**config.mk**
```make
export PLATFORM = sky130hd
export DESIGN_NAME = ervp_apb_two_master_arbiter
export DESIGN_NICKNAME = d
export VERILOG_FILES = /design/src/rtl/ervp_apb_two_master_arbiter.sv
export SDC_FILE = /design/constraint.sdc
export NUM_CORES = 1
export LEC_CHECK = 0
export CORE_AREA = 2 2 120 122
export CTS_CLUSTER_DIAMETER = 80
export CTS_CLUSTER_SIZE = 24
export DETAILED_ROUTE_END_ITERATION = 10
export DIE_AREA = 0 0 122 124
export GPL_TIMING_DRIVEN = 1
export SLEW_MARGIN = 20
export SYNTH_ARGS = -nofsm -noshare
export SYNTH_HDL_FRONTEND = slang
export SYNTH_SLANG_ARGS = --single-unit
```
**constraint.sdc**
```tcl
create_clock -name clk -period 2.3 [get_ports clk]
set_input_delay 0.46 -clock clk [delete_from_list [all_inputs] [get_ports clk]]
set_output_delay 0.46 -clock clk [all_outputs]
set_load 0.1 [all_outputs]
```
**src/rtl/ervp_apb_two_master_arbiter.sv**
```systemverilog
// Round-robin arbiter sharing one APB completer between two APB requesters.
// Optional ACCESS-phase timeout is enabled by defining ERVP_APB_ARBITER_TIMEOUT_EN.
module ervp_apb_two_master_arbiter #(
    parameter int BW_ADDR        = 32,
    parameter int BW_DATA        = 32,
    parameter int TIMEOUT_CYCLES = 16
) (
    input  logic               clk,
    input  logic               rstnn,
    input  logic               rp0psel,
    input  logic               rp0penable,
    input  logic [BW_ADDR-1:0] rp0paddr,
    input  logic               rp0pwrite,
    input  logic [BW_DATA-1:0] rp0pwdata,
    output logic [BW_DATA-1:0] rp0prdata,
    output logic               rp0pready,
    output logic               rp0pslverr,
    input  logic               rp1psel,
    input  logic               rp1penable,
    input  logic [BW_ADDR-1:0] rp1paddr,
    input  logic               rp1pwrite,
    input  logic [BW_DATA-1:0] rp1pwdata,
    output logic [BW_DATA-1:0] rp1prdata,
    output logic               rp1pready,
    output logic               rp1pslverr,
    output logic               sppsel,
    output logic               sppenable,
    output logic [BW_ADDR-1:0] sppaddr,
    output logic               sppwrite,
    output logic [BW_DATA-1:0] sppwdata,
    input  logic [BW_DATA-1:0] spprdata,
    input  logic               sppready,
    input  logic               sppslverr,
    output logic               grant_id,
    output logic               busy
);

    typedef enum logic [1:0] {
        ST_IDLE   = 2'd0,
        ST_SETUP  = 2'd1,
        ST_ACCESS = 2'd2
    } state_t;

    state_t state_q;
    logic   grant_q;
    logic   last_q;
    logic   grant_d;
    logic   in_setup;
    logic   in_access;
    logic   done;
    logic   resp_err;
    logic   timeout_hit;
    logic   unused_cfg;

    // Requester penable is implied by our own SETUP/ACCESS sequencing.
    assign unused_cfg = rp0penable ^ rp1penable ^ (TIMEOUT_CYCLES != 0);

    always_comb begin
        grant_d = 1'b0;
        if (rp0psel && rp1psel) begin
            grant_d = ~last_q;
        end else if (rp1psel) begin
            grant_d = 1'b1;
        end
    end

    always_ff @(posedge clk) begin
        if (rstnn) begin
            state_q <= ST_IDLE;
            grant_q <= 1'b0;
            last_q  <= 1'b1;
        end else begin
            case (state_q)
                ST_IDLE: begin
                    if (rp0psel || rp1psel) begin
                        state_q <= ST_SETUP;
                        grant_q <= grant_d;
                        last_q  <= grant_d;
                    end
                end
                ST_SETUP:  state_q <= ST_ACCESS;
                ST_ACCESS: begin
                    if (sppready || timeout_hit) begin
                        state_q <= ST_IDLE;
                    end
                end
                default:   state_q <= ST_IDLE;
            endcase
        end
    end

`ifdef ERVP_APB_ARBITER_TIMEOUT_EN
    localparam int CNT_W = (TIMEOUT_CYCLES > 1) ? $clog2(TIMEOUT_CYCLES) : 1;

    logic [CNT_W-1:0] cnt_q;

    // Cleared while in SETUP so it starts at zero on the first ACCESS cycle.
    always_ff @(posedge clk) begin
        if (rstnn) begin
            cnt_q <= '0;
        end else if (state_q == ST_SETUP) begin
            cnt_q <= '0;
        end else if (state_q == ST_ACCESS && !sppready) begin
            cnt_q <= cnt_q + 1'b1;
        end
    end

    assign timeout_hit = (TIMEOUT_CYCLES > 0) && !sppready &&
                         (state_q == ST_ACCESS) &&
                         (cnt_q == CNT_W'(TIMEOUT_CYCLES - 1));
`else
    assign timeout_hit = 1'b0;
`endif

    // Reset gates the bus outputs immediately, abandoning any transfer in flight.
    assign in_setup  = !rstnn && (state_q == ST_SETUP);
    assign in_access = !rstnn && (state_q == ST_ACCESS);
    assign done      = in_access && (sppready || timeout_hit);
    assign resp_err  = sppready ? sppslverr : 1'b1;

    assign sppsel    = in_setup || in_access;
    assign sppenable = in_access;
    assign busy      = !rstnn && (state_q != ST_IDLE);
    assign grant_id  = grant_q;

    assign sppaddr   = grant_q ? rp1paddr  : rp0paddr;
    assign sppwrite  = grant_q ? rp1pwrite : rp0pwrite;
    assign sppwdata  = grant_q ? rp1pwdata : rp0pwdata;

    assign rp0prdata  = spprdata;
    assign rp1prdata  = spprdata;
    assign rp0pready  = done && !grant_q;
    assign rp1pready  = done &&  grant_q;
    assign rp0pslverr = rp0pready && resp_err;
    assign rp1pslverr = rp1pready && resp_err;

endmodule

```
# Yosys cells after proc, flatten, opt, wreduce, memory -nomap -nowiden
# Cells that the tools add are included.
# classes
addsub	0
mul	0
n_div	0
magnitude_cmp	0
n_eq_ne	4
shift	0
n_mux	9
bitwise	1
reduce_logical	17
# op_table
operator	n
$mux 32	2
$logic_and 1x1->1	9
$pmux 2 s3	1
$mux 1	4
$mux 2	2
$ne 2x2->1 const B	2
$reduce_and 2->1	2
$eq 2x1->1 const B	1
$eq 2x2->1 const B	1
$logic_not 1->1	2
$logic_not 2->1	1
$logic_or 1x1->1	2
$reduce_bool 2->1	1
$not 1->1	1
# word_totals
reg_bits	4
latchBits	0
ramBits	0
romBits	0
inputBits	170
output_inout_bits	137
mem_count	0

# Depth between registers and ports, before layout
# Gate-level depths: netlist of the first run.
# depth
word_depth	5
ltp_mapped	4
mapped_depth_nobuf	2

# Least setup slack after synthesis of the first run
# OpenSTA, ideal clock, no wires.
# synth_timing
path_kind	register -> output
from	register grant_q, in the netlist grant_id
to	output rp0pslverr
t_arrival_ps	3305
required_ps	1840
slack_ps	-1465
stages_incl_launch_ff	4
n_path_buf	2
cell_sequence	dfxtp_1 > buf_2 > buf_2 > nor3b_1
# synth_via
elab_chain_cells	3
# synth_lines
item	line	text
from (decl)	45	logic grant_q;
from (signal assigned)	77	grant_q <= grant_d;
$logic_not 1->1	132	assign rp0pready = done && !grant_q;
$logic_and 1x1->1	132	
$logic_and 1x1->1	134	assign rp0pslverr = rp0pready && resp_err;
to (decl)	17	output logic rp0pslverr,
# No other way between the ends.

# Final worst setup path of the first run
# layout_timing
from	input sppready
to	output rp1pslverr
# layout_via
elab_chain_cells	3
# layout_lines
item	line	text
from (decl)	32	input logic sppready,
$logic_and 1x1->1	118	assign done = in_access && (sppready || timeout_hit);
$logic_and 1x1->1	133	assign rp1pready = done && grant_q;
$logic_and 1x1->1 (*)	135	assign rp1pslverr = rp1pready && resp_err;
to (decl)	25	output logic rp1pslverr,
# Mark *: on every way between the ends. The rest lies on a longest branch, timed or not.

==> flow_summary_export.csv, run 1 <==
group,metric,value,unit
power,peakVddDrop,0.411,mV
placed_design,dpl.hpwl,6810,um
min_path,hp-class,"reg2reg",
route,via_per_inst,3.45,
clock_network,clock_path_buffers,2,
critical_path,r2r_start,"state_q[1]$_SDFFE_PP0P_",
floorplan,dieArea,15100,um^2
layout,instances_no_fill,488,
critical_path,crit_path_cell_trace,"clkdlybuf4s50_1 -> nor4bb_1 -> buf_4 -> and3_2 -> buf_12",
power,seqPwrFrac,3.8,%
placed_design,place_congestion,0.716,
sta,fmaxAchievable,443,MHz
route,drt_iter0_drc,30,
critical_path,r2r-end,"last_q$_SDFFE_PP1P_",
sta,max-slew-margin-rel,74.1,%
grt,grt_pass1_wl,10600,um
yosys,synth_top_family_by_area,"multiplexers",
clock_network,cts_resized,0,
yosys,synth-simple-area-share,7.70,%
power,switchingPower,1.18,mW
critical_path,crit_start,"sppready",
placed_design,dp_cells,485,
layout,layout_common_cells,"clkdlybuf4s50_1 (135), buf_12 (74), mux2_2 (65)",
clock_network,cts_tree,"done",
clock_network,clock-sinks,4,
yosys,seq_area_frac_synth,5.36,%
run,cap_violations,0,
critical_path,max_stage_delay,0.49,ns
sta,final_max_slew_viol_count,0,
power,power_frac_comb,84.2,%
run_status,status,"completed",
floorplan,fp.dieW,122,um
yosys,synth_top_area_share,49.0,%
clock_network,htreeDepth,1,
critical_path,required,1.84,ns
layout,n_antenna_cell,0,
min_path,hold-path-cell-count,2,
power,clock_power_share,12.0,%
route,via_count,1685,
yosys,yosysUniqueCellTypes,22,
route,drt-pass1-iter-count,3,
floorplan,die_y,124,um
placed_design,io_buffer_count,208,
grt,grt.overflow.total,0,
sta,hold_viol,0,
critical_path,slowest_stage,"clkdlybuf4s50_1",
yosys,yosysTopAreaCell,"mux2_2",
critical_path,critical_path_class,"in2out",
critical_path,arrival,1.80,ns
route,antenna_left,0,
route,drt_wl_total,7900,um
sta,setup_violations,0,
yosys,synthTopCellsByArea,"mux2_2 (49%), buf_4 (32%), dfxtp_1 (5.4%)",
yosys,ys_warn_count,0,
yosys,synth_compound_area_share,2.43,%
sta,post-route-period-util,98.1,%
grt,grt_pass1_vias,1837,
grt,grt_start_max_net_pins,71,
yosys,synth_mux_area_share,49.0,%
clock_network,path_clk_slew,0.03,ns
clock_network,post_cts_buffers,0,
layout,area_growth_syn_to_layout,177,%
power,p_int,1.08,mW
clock_network,cts_hold_buf,0,
power,power,2.26,mW
floorplan,row_count,43,
route,post_drt_wl_per_cell,16.2,um
yosys,synth_nets,336,
yosys,avgSynthCellArea,9.01,um^2
critical_path,worstSetupStartpointType,"primary input",
yosys,synthXorXnorAreaFrac,0,%
sta,rsz0062_at_grt,"false",
power,p_leak,1.61,nW
min_path,min_to,"grant_id$_SDFFE_PP0P_",
route,drc,0,
sta,skew,0.000817,ns
clock_network,worstSkewPairLatency,0.22,ns
yosys,synth_cells,166,
power,cellPowerDensity,546,nW/um^2
layout,drive_above_1_share,49.0,%
clock_network,cts-root-buf,"clkbuf_16",
floorplan,io_pins,307,
sta,period_needed,2.26,ns
sta,worst-slew-pin-transition,0.388,ns
critical_path,reg2reg_slack,1.22,ns
floorplan,core_area,13700,um^2
critical_path,cp_max_fo,3,
power,p_sw_share,52.3,%
critical_path,crit_path_end_kind,"output pin",
floorplan,start_util,10.9,%
grt,grt_usage,9.18,%
min_path,hp-start,"grant_id$_SDFFE_PP0P_",
clock_network,cts_made_buffers,3,
grt,antenna_found_initial,0,
yosys,ys_ff_latch,4,
layout,layout.nets,480,
yosys,syn_area,1500,um^2
critical_path,reg2regPathDepth,2,
yosys,synthAdderAreaFrac,0,%
layout,final_common_cell,"clkdlybuf4s50_1",
-- cells in the mapped netlist --
cell,count
nand2b_1,2
nand4bb_1,1
mux2_2,65
or4b_1,1
nor4bb_1,1
o211a_1,1
o211ai_1,1
nor4b_1,1
nor2_1,4
inv_1,2
buf_4,64
and3_1,1
buf_2,8
o2bb2ai_1,1
clkbuf_1,1
or3b_1,1
nand2_1,1
a21oi_1,2
dfxtp_1,4
and2_1,1
or2b_1,1
nor3b_1,2
-- final cells by class --
| type | count | area, um^2 |
|---|---|---|
| multi-input combinational | 87 | 903 |
| sequential | 4 | 81.3 |
| inverter | 2 | 7.51 |
| timing repair buffer | 212 | 2860 |
| fill | 1388 | 9570 |
| clock buffer | 3 | 75.1 |
| tap | 180 | 225 |
-- cells by family after synthesis --
| group | Yosys count |
|---|---|
| buf+inv | 75 |
| mux | 65 |
| compound gates | 5 |
| flops | 4 |
| simple gates | 17 |
-- metrics by stage --
stage	worst slack, ns	util, %	TNS, ns	hold slack [ns]	area, um^2
finish	0.0446	30.2	0	0.508	4150
global route	0.0154	30.2	0	0.531	4150
CTS	0.0266	30.2	0	0.513	4150
detailed placement	0.0266	29.7	0	0.508	4070
global placement	0.0340	29.7	0	0.480	4070
floorplan	-0.0752	-	-0.146	0.465	1520
-- per-layer routing --
| layer | GRT usage, % | vias up | wire, um |
|---|---|---|---|
| met5 | 0 | - | 0 |
| met4 | 1.08 | 0 | 10 |
| met3 | 3.53 | 2 | 1010 |
| met2 | 16.4 | 127 | 4040 |
| met1 | 10.7 | 761 | 2850 |
| li1 | - | 795 | - |
-- worst max path at each step --
stage	end	slack [ns]	cells past startpoint
floorplan	sppenable	-0.08	2
global placement	rp1pslverr	0.03	5
detailed placement	rp1pslverr	0.03	5
CTS	rp1pslverr	0.03	5
global route	rp1pslverr	0.02	5
finish	rp1pslverr	0.04	5
-- power by group through the flow --
stage | clock network, mW | registers [mW] | logic [mW]
finish | 0.271 | 0.0863 | 1.91
detailed placement | 0 | 0.0871 | 1.91
floorplan | 0 | 0.0961 | 1.61
CTS | 0.277 | 0.0862 | 1.92
global placement | 0 | 0.0863 | 1.91
global route | 0.280 | 0.0875 | 1.95
-- flip-flops by register name, summed over array words and instances, names as in the netlist --
| signal | cells |
|---|---|
| last_q | 1 |
| grant_id | 1 |
| state_q | 2 |
-- worst max-delay path, delay by kind of cell --
family | cells | cell delay (ns)
and+or+nand+nor | 2 | 0.49
buffers and inverters | 3 | 0.83
Note: power is estimated with default switching activity, not from simulation.
==> run 2: changes to the inputs <==
HOLD_SLACK_MARGIN = 0.03   (was unset)
clock period = 2.9 ns   (was 2.3 ns; I/O delays follow)
==> run 2 against run 1 <==
  * Cell count is 0.41% lower
  * Setup slack better by 0.29 ns
  * Routed wire length is 20% lower
  * Clock skew hardly changed
  * Sequential power is 22% lower
  * Critical endpoint unchanged
  * Highest routed layer unchanged
==> flow_summary_export.csv, run 2 (synthesis results as in run 1) <==
group,metric,value,unit
clock_network,cts_tree,"done",
route,drt-pass1-iter-count,4,
critical_path,reg2regPathDepth,2,
grt,grt_pass1_wl,8700,um
layout,regMostFlops,"state_q",
sta,post-route-period-util,88.5,%
sta,fmaxAchievable,390,MHz
layout,instances_no_fill,486,
route,drt_iter0_drc,34,
route,drt_wl_total,6350,um
layout,layout_common_cells,"clkdlybuf4s50_1 (135), mux2_2 (65), buf_4 (52)",
floorplan,dieArea,15100,um^2
layout,layout.nets,478,
sta,hold_viol,0,
sta,skew,0.00102,ns
run_status,status,"completed",
floorplan,die_y,124,um
sta,final_max_slew_viol_count,0,
placed_design,dp_cells,483,
min_path,min_to,"grant_id$_SDFFE_PP0P_",
route,drc,0,
floorplan,io_pins,307,
layout,largest_reg_flops,2,
layout,n_antenna_cell,0,
critical_path,required,2.32,ns
sta,worst-slew-pin-transition,0.475,ns
clock_network,clock-sinks,4,
clock_network,htreeDepth,1,
layout,drive_above_1_share,47.7,%
sta,finalSetupTns,0,ns
critical_path,crit_path_end_kind,"output pin",
critical_path,r2r_start,"state_q[1]$_SDFFE_PP0P_",
grt,grt.overflow.total,0,
route,post_drt_wl_per_cell,13.1,um
grt,grt_start_max_net_pins,38,
clock_network,post_cts_buffers,0,
power,p_leak,1.36,nW
critical_path,worstSetupStartpointType,"primary input",
run,cap_violations,0,
floorplan,fp.dieW,122,um
layout,fill_cells,1464,
power,peakVddDrop,0.405,mV
critical_path,r2r-end,"last_q$_SDFFE_PP1P_",
route,via_per_inst,3.43,
critical_path,reg2reg_slack,1.83,ns
min_path,hp-start,"last_q$_SDFFE_PP1P_",
clock_network,cts-root-buf,"clkbuf_16",
sta,max-slew-margin-rel,68.3,%
placed_design,dpl.hpwl,5470,um
layout,final_common_cell,"clkdlybuf4s50_1",
sta,setup_violations,0,
route,antenna_left,0,
floorplan,core_area,13700,um^2
min_path,hold-path-cell-count,2,
route,via_count,1668,
placed_design,place_congestion,0.796,
clock_network,cts_hold_buf,0,
placed_design,io_buffer_count,208,
grt,antenna_found_initial,0,
clock_network,clock_path_buffers,2,
floorplan,start_util,10.9,%
sta,rsz0062_at_grt,"false",
grt,grt_usage,7.12,%
power,cellPowerDensity,449,nW/um^2
clock_network,path_clk_slew,0.03,ns
floorplan,row_count,43,
critical_path,cp_max_fo,9,
sta,period_needed,2.57,ns
min_path,hp-class,"reg2reg",
clock_network,worstSkewPairLatency,0.22,ns
critical_path,critical_path_class,"in2out",
grt,grt_pass1_vias,1707,
layout,area_growth_syn_to_layout,133,%
clock_network,cts_made_buffers,3,
critical_path,arrival,1.99,ns
clock_network,cts_resized,0,
-- run 2: cell types whose count changed in the layout (fill, tap and decap cells not counted), sizes merged --
cell  delta
buf      -2
-- run 2: cell type report --
type                       instances  area (um^2)  share of cell area (%)
timing repair buffer             210         2200                    63.2
sequential                         4         81.3                    2.34
multi-input combinational         87          891                    25.6
tap                              180          225                    6.47
clock buffer                       3         75.1                    2.16
inverter                           2         7.51                   0.216
-- run 2: report_power, final --
part           switching [mW]  leakage, nW  internal (mW)  total, mW
Clock                  0.0405       0.0370          0.176      0.217
Combinational           0.840         1.29          0.438       1.28
Sequential            0.00649       0.0335         0.0611     0.0676
Total                   0.887         1.36          0.676       1.56
-- run 2: stage by stage --
step	hold slack, ns	worst slack [ns]	cell area, um^2	power (mW)	utilization, %
3_3_place_gp	0.486	0.370	3410	1.35	24.8
5_1_grt	0.534	0.146	3480	1.61	25.4
2_1_floorplan	0.465	0.00378	1500	1.35	-
3_5_place_dp	0.497	0.335	3410	1.35	24.8
6_report	0.507	0.334	3480	1.56	25.4
4_1_cts	0.502	0.312	3480	1.58	25.4
-- run 2: worst max-delay path by stage --
stage / startpoint / end / slack [ns]
3_3_place_gp: rstnn / rp1pslverr / 0.37
4_1_cts: rstnn / rp1pslverr / 0.31
3_5_place_dp: rstnn / rp1pslverr / 0.34
6_report: rstnn / rp1pslverr / 0.33
5_1_grt: rstnn / rp1pslverr / 0.15
2_1_floorplan: grant_id$_SDFFE_PP0P_ / rp0pslverr / 0.004
-- run 2: worst max-delay path, cell delays in order --
cell	delay (ns)
clkdlybuf4s50_1	0.55
nor4bb_1	0.40
and3_1	0.27
buf_12	0.19
-- run 2: metal layers --
| layer | GRT usage [%] | vias to the layer above | wire [um] | part of all wire (%) |
|---|---|---|---|---|
| met5 | 0 | - | 0 | 0 |
| met4 | 1.65 | 0 | 84 | 1.3 |
| met3 | 1.83 | 16 | 622 | 9.8 |
| met2 | 13.4 | 99 | 3270 | 51 |
| met1 | 8.02 | 759 | 2370 | 37 |
| li1 | - | 794 | - | - |
